===== src/rtl/riscv_mem_pkg.sv =====
// Shared definitions for the data-memory access path: arbiter FSM encoding,
// requester port indices and the default memory size.
package riscv_mem_pkg;

    typedef enum logic [1:0] {
        IDLE   = 2'd0,
        ACCESS = 2'd1,
        RESP   = 2'd2
    } arb_state_t;

    localparam int unsigned PORT_CPU = 0;
    localparam int unsigned PORT_DBG = 1;

    localparam int unsigned DEFAULT_MEM_BYTES = 1024;

endpackage


===== src/rtl/rr_arbiter2.sv =====
// Two-way request arbiter. Only a tie needs deciding: round-robin hands it to
// the port that did not win last time, fixed priority always favours the CPU.
module rr_arbiter2
    import riscv_mem_pkg::*;
(
    input  logic [1:0] req,
    input  logic       last_grant,
    input  logic       prio_mode,
    output logic [1:0] grant
);

    // One-hot grant; a lone requester always wins.
    always_comb begin
        grant = '0;
        if (req[PORT_CPU] && req[PORT_DBG]) begin
            if (prio_mode || last_grant) begin
                grant[PORT_CPU] = 1'b1;
            end else begin
                grant[PORT_DBG] = 1'b1;
            end
        end else begin
            grant = req;
        end
    end

endmodule


===== src/rtl/dmem_arbiter.sv =====
// Shares the single-port synchronous data memory between the CPU load/store
// unit (port 0) and the debug/program loader (port 1). Every transaction takes
// exactly three cycles: latch, memory access, response.
//
//   state  | meaning
//   -------+-------------------------------------------------------------
//   IDLE   | waiting for a request; picks a winner and latches its command
//   ACCESS | memory strobe is out (unless the address is out of range)
//   RESP   | memory data is valid; ack/err/rdata registered for the winner
//
// ack, err and rdata become visible in the cycle after leaving RESP, i.e. while
// the FSM is already back in IDLE. A requester that has seen its ack must drop
// req before the next edge, otherwise it is sampled as a fresh request.
module dmem_arbiter
    import riscv_mem_pkg::*;
#(
    parameter int ADDR_W    = 32,
    parameter int DATA_W    = 32,
    parameter int MEM_BYTES = DEFAULT_MEM_BYTES,
    parameter int PRIO_MODE = 0
) (
    input  logic                  clk,
    input  logic                  rst,
    input  logic [1:0]            req,
    input  logic [1:0]            we,
    input  logic [ADDR_W-1:0]     addr0,
    input  logic [ADDR_W-1:0]     addr1,
    input  logic [DATA_W-1:0]     wdata0,
    input  logic [DATA_W-1:0]     wdata1,
    input  logic [DATA_W/8-1:0]   be0,
    input  logic [DATA_W/8-1:0]   be1,
    output logic [1:0]            ack,
    output logic [1:0]            err,
    output logic [DATA_W-1:0]     rdata,
    output logic                  mem_en,
    output logic                  mem_we,
    output logic [ADDR_W-3:0]     mem_addr,
    output logic [DATA_W-1:0]     mem_wdata,
    output logic [DATA_W/8-1:0]   mem_be,
    input  logic [DATA_W-1:0]     mem_rdata
);

    arb_state_t            state;
    logic                  last_grant;
    logic                  win_q;
    logic                  we_q;
    logic                  oor_q;

    logic [1:0]            grant;
    logic                  prio_mode;
    logic                  sel;
    logic                  sel_we;
    logic [ADDR_W-1:0]     sel_addr;
    logic [DATA_W-1:0]     sel_wdata;
    logic [DATA_W/8-1:0]   sel_be;
    logic                  sel_in_range;

    assign prio_mode = (PRIO_MODE != 0);

    rr_arbiter2 u_arb (
        .req        (req),
        .last_grant (last_grant),
        .prio_mode  (prio_mode),
        .grant      (grant)
    );

    // Command of the granted port; only ever consumed by the IDLE latch, so
    // req never reaches mem_* without a register in between.
    always_comb begin
        sel          = grant[PORT_DBG];
        sel_we       = we[sel];
        sel_addr     = sel ? addr1  : addr0;
        sel_wdata    = sel ? wdata1 : wdata0;
        sel_be       = sel ? be1    : be0;
        // Full byte address is compared, low bits included.
        sel_in_range = (sel_addr < ADDR_W'(MEM_BYTES));
    end

    // Transaction FSM with command latches and registered outputs.
    always_ff @(posedge clk or posedge rst) begin
        if (rst) begin
            state      <= IDLE;
            last_grant <= 1'b1;
            win_q      <= 1'b0;
            we_q       <= 1'b0;
            oor_q      <= 1'b0;
            ack        <= '0;
            err        <= '0;
            rdata      <= '0;
            mem_en     <= 1'b0;
            mem_we     <= 1'b0;
            mem_addr   <= '0;
            mem_wdata  <= '0;
            mem_be     <= '0;
        end else begin
            ack    <= '0;
            err    <= '0;
            rdata  <= '0;
            mem_en <= 1'b0;
            mem_we <= 1'b0;
            case (state)
                IDLE: begin
                    if (|grant) begin
                        win_q      <= sel;
                        last_grant <= sel;
                        we_q       <= sel_we;
                        oor_q      <= !sel_in_range;
                        mem_addr   <= sel_addr[ADDR_W-1:2];
                        mem_wdata  <= sel_wdata;
                        mem_be     <= sel_be;
                        mem_en     <= sel_in_range;
                        mem_we     <= sel_in_range && sel_we;
                        state      <= ACCESS;
                    end
                end
                ACCESS: begin
                    state <= RESP;
                end
                RESP: begin
                    ack[win_q] <= 1'b1;
                    err[win_q] <= oor_q;
                    if (!we_q && !oor_q) begin
                        rdata <= mem_rdata;
                    end
                    state <= IDLE;
                end
                default: begin
                    state <= IDLE;
                end
            endcase
        end
    end

endmodule


===== config.mk =====
export PLATFORM = sky130hd
export DESIGN_NAME = dmem_arbiter
export DESIGN_NICKNAME = d
export VERILOG_FILES = /design/src/rtl/riscv_mem_pkg.sv /design/src/rtl/rr_arbiter2.sv /design/src/rtl/dmem_arbiter.sv
export SDC_FILE = /design/constraint.sdc
export NUM_CORES = 1
export LEC_CHECK = 0
export BUFFER_PORTS_ARGS = -buffer_cell sky130_fd_sc_hd__buf_2
export CAP_MARGIN = 5
export CORE_ASPECT_RATIO = 1.5
export CORE_MARGIN = 2
export CORE_UTILIZATION = 41
export CTS_CLUSTER_SIZE = 28
export DETAILED_ROUTE_END_ITERATION = 10
export MAX_ROUTING_LAYER = met4
export PLACE_DENSITY = 0.86
export SLEW_MARGIN = 20
export SYNTH_ARGS = -nofsm -noshare
export SYNTH_HDL_FRONTEND = slang
export SYNTH_HIERARCHICAL = 1
export SYNTH_SLANG_ARGS = --single-unit

===== constraint.sdc =====
create_clock -name clk -period 7.6 [get_ports clk]
set_input_delay 0.38 -clock clk [delete_from_list [all_inputs] [get_ports clk]]
set_output_delay 0.38 -clock clk [all_outputs]
set_load 0.01 [all_outputs]

# == Word level (Yosys, flattened, before mapping) ==
# Cells that the tools add are included.
# classes
magnitude_cmp,4
n_eq_ne,3
muxes,20
bitwise,1
reduce_logical,10
# ops
cell,n
$mux W32,4
$lt A32 B11 Y1 const B,1
$mux W1,9
$mux W2,4
$logic_and A1 B1 Y1,4
$lt A1 B2 Y1 const B,2
$mux W4,1
$pmux W2 S2,1
$logic_not A1 Y1,3
$and A2 B2 Y2,1
$eq A2 B1 Y1 const B,1
$eq A2 B2 Y1 const B,1
$logic_not A2 Y1,1
$ne A2 B2 Y1 const B,1
$reduce_and A2 Y1,1
$reduce_or A2 Y1,1
$demux W1 S1,1
$ge A1 B1 Y1 const B,1
# totals
reg_bits,110
input_bits,174
out_inout_bits,104
elab_cells,51

# == Longest topological paths before layout ==
# depth
depth_word,7
mapped_depth,8
mapped_depth_nobuf,7

# == By module ==
# Netlist, hierarchy kept.
# by_module_without_submodules
mod,n_inst,cells_per_inst,area_per_inst_um2
dmem_arbiter,1,409,4662.0
rr_arbiter2,1,4,22.5

# == Worst setup path after synthesis ==
# OpenSTA, ideal clock, no wires.
# synth_timing
path_kind,reg2reg
startpoint,register last_grant
endpoint,register oor_q
setup_ns,0.119
arrival_time_ns,1.531
path_slack_ns,5.950
stages_incl_launch_ff,9
path_buffers,1
period_less_slack_ns,1.650
path_cell_list,dfstp_2 o21ai_1 and2_1 buf_6 nor4_2 a21oi_1 nor3_2 o21ai_1 o21a_1
# synth_via
elab_chain_len,5
elab_cells_between_ends,8
cone_classes,order compare: 1; mux: 4; reduce/logical: 3
# synth_lines
item,line_no,text
start: declaration,dmem_arbiter.sv:44,logic last_grant;
start signal: assignment,dmem_arbiter.sv:105,last_grant <= sel;
$mux W1 *,rr_arbiter2.sv:16,if (prio_mode || last_grant) begin
$mux W2 *,rr_arbiter2.sv:15,if (req[PORT_CPU] && req[PORT_DBG]) begin
named net grant[1],dmem_arbiter.sv:49,logic [1:0] grant;
$mux W32,dmem_arbiter.sv:72,sel_addr = sel ? addr1 : addr0;
$lt A32 B11 Y1,dmem_arbiter.sv:76,sel_in_range = (sel_addr < ADDR_W'(MEM_BYTES));
$logic_not A1 Y1,dmem_arbiter.sv:107,oor_q <= !sel_in_range;
end signal: assignment,dmem_arbiter.sv:107,
end: declaration,dmem_arbiter.sv:47,logic oor_q;
# Mark *: on every way through the listed nets, which the timed path passes. The rest lies on a longest branch.
# A chain may end at the register's enable or synchronous reset.

# == Final worst setup path ==
# Ends and elaborated chain as after synthesis.

==> out/summary.txt <==
YS warnings: 6
Synth Instances: 413
CTS root buffer: clkbuf_16
drt drc: 0
number of antenna violations at the first check in global routing: 0
global-route wire length before repair: 18100 µm
leakage power: 0.00328 µW
Die W: 91.3 µm
Unique masters post-synth: 28
M1 wire length: 4400 µm
io pins: 278
Synth top cells by count: dfrtp_1, nor2_1, a21oi_1
final count of hold timing violations: 0
std cell rows: 47
detailed placement HPWL: 8820 µm
core area: 0.0111 mm²
Slew headroom: 0.485
Required @ worst endpoint: 7.83 ns
Most used DFF post-synth: dfrtp_1
CTS sink cnt: 110
die area: 0.0123 mm²
Hold Buf Count CTS: 0
Net count, final: 850
Mean Syn Cell Area: 11.3 µm²
setup TNS: 0 ns
post-route minimum period: 2.86 ns
cell accounting for the most synthesized area: dfrtp_1
asr flop ratio synth: 1.00
gr ovfl total: 0
H-tree depth: 3
Layout Skew: 0.00637 ns
Total Wirelength: 11500 µm
GRT Overall Usage: 0.190
met3 wire length: 740 µm
footprint of the multi-input gates: 0.00173 mm²
met2 WL post-DR: 6080 µm
largest net degree at the start of global routing: 84
pwr dens: 323 mW/mm²
share of layout cells above drive strength 1: 0.443
hold_ws: 0.126 ns
vias in the first global route: 3913
FF/Latch Area: 0.00275 mm²
Crit Path Class: reg2reg
highest routed metal layer: met4
Die Height: 135 µm
mapped cell area: 0.00468 mm²
main area contributors after synthesis: dfrtp_1, mux2i_1, a21oi_1
RSZ-0062 raised after global routing: no
CP endpoint kind: flip-flop
period utilisation layout: 0.376
Seq/Total Area, Yosys: 0.588
Crit path arrival time: 3.08 ns
cell area after placement: 0.00608 mm²
initial core utilization: 0.421
worst hold path type: in2async
CTS max path bufs: 2
CP Launch Type: flip-flop
Finished Cell Area: 0.00636 mm²
max_cap viols: 0
CP startpoint: last_grant$_DFFE_PP1P_
vias per inst: 4.76
diodes inserted: 0
number of flops mapped to enable cells by yosys: 0
via count: 3944
Max IR drop VDD: 146 µV
post-route ant nets: 0
number of port buffers: 273
Yosys top cell area share: 0.582
DR WL/cell: 13.9 µm
# Post-CTS Setup Buffers: 0
Gates resized, CTS repair: 0
outcome: completed
max-slew violations: 0
initial detailed-routing violation count: 109
Placer Congestion: 0.875
Area Growth Syn to Fin: 35.8%
reg2reg start: last_grant$_DFFE_PP1P_
crit path max fanout: 40
most common cell in the netlist: dfrtp_1
Clk Latency, worst-skew pair: 0.33 ns
CTS buffer count: 9
setup violators final: 0
Tightest Pin Transition: 0.773 ns
# fillers: 1003
#FFs+latches synth: 110
Achievable Freq: 350 MHz
TritonCTS clock tree: yes
CTS clock-pin slew for the worst setup and hold paths: 0.07 ns
first-pass iteration count of the detailed router: 4
==> registers in the layout, summed over array words and instances, names as in the netlist, 2 cells and up <==
register / cells
mem_addr: 30
ack: 2
mem_be: 4
mem_wdata: 32
rdata: 32
err: 2
state: 2
==> worst max-delay path, stage by stage, from the launching register on <==
cell     delay (ns)
dfstp_2        0.39
o21ai_1        0.14
and2_4         0.57
buf_4          0.64
nor4b_2        0.30
nand4_1        0.16
nor4_1         0.22
o21ai_1        0.15
o21a_1         0.13
==> metrics by stage <==
step           instances  total power, µW  utilization  setup slack, ns
4_1_cts              828             2080        0.572             4.74
3_3_place_gp         812             1610        0.547             4.75
2_1_floorplan        414             1370            -             4.32
5_1_grt              828             2200        0.572             4.56
3_5_place_dp         812             1630        0.547             4.68
6_report             828             2050        0.572             4.74
==> final cells by class <==
cell class,instances,area share
well taps,147,0.0289
flip-flops and latches,110,0.433
repair buffers,277,0.220
clock buffers,10,0.0376
clock inverters,6,0.00688
multi-input cells,276,0.273
inverters,2,0.00157
==> worst paths after layout <==
check | slack, ns | depth (start not counted) | to
max in group asynchronous | 6.31 | 3 | mem_wdata[10]$_DFFE_PP0P_
min in group clk | 0.24 | 2 | rdata[12]$_DFF_PP0_
hold reg to reg | 0.49 | 1 | state[1]$_DFFE_PP0P_
hold / removal | 0.13 | 2 | rdata[6]$_DFF_PP0_
setup / recovery | 4.74 | 8 | oor_q$_DFFE_PP0P_
setup reg to reg | 4.74 | 8 | oor_q$_DFFE_PP0P_
==> where the power goes <==
group / internal [µW] / leakage (µW) / total, µW / switching (µW)
registers: 780 / 0.00132 / 875 / 94.6
logic: 302 / 0.00182 / 737 / 435
clock network: 233 / 0.000139 / 440 / 207
total: 1320 / 0.00328 / 2050 / 736
==> routing by layer <==
metal	global-route usage	vias up
met4	0.0850	0
met2	0.327	176
met1	0.217	1808
met5	-	-
met3	0.0357	22
li1	-	1938
==> layout by cell type, fill, tap and decap left out, drive strengths merged <==
| master | count |
|---|---|
| nand2 | 3 |
| nand4 | 2 |
| mux2i | 67 |
| nor2b | 2 |
| nand2b | 1 |
| dfstp | 1 |
| dfrtp | 109 |
| nor4 | 8 |
| clkinvlp | 1 |
| nor2 | 75 |
| clkbuf | 10 |
| a21oi | 69 |
| inv | 4 |
| a22o | 2 |
| conb | 2 |
| o21ai | 2 |
| and2 | 34 |
| o21a | 2 |
| and3 | 1 |
| buf | 277 |
| nor4b | 2 |
| nor3 | 3 |
| a21boi | 1 |
| clkinv | 3 |
==> kinds of logic after synthesis <==
kind of cell           share of synthesized area
multiplexers                               0.143
AND/OR/NAND/NOR                            0.139
buffers and inverters                     0.0449
other                                   0.000801
AO/OA/AOI/OAI                             0.0844
flip-flops                                 0.588
(Power assumes the default switching activity.)
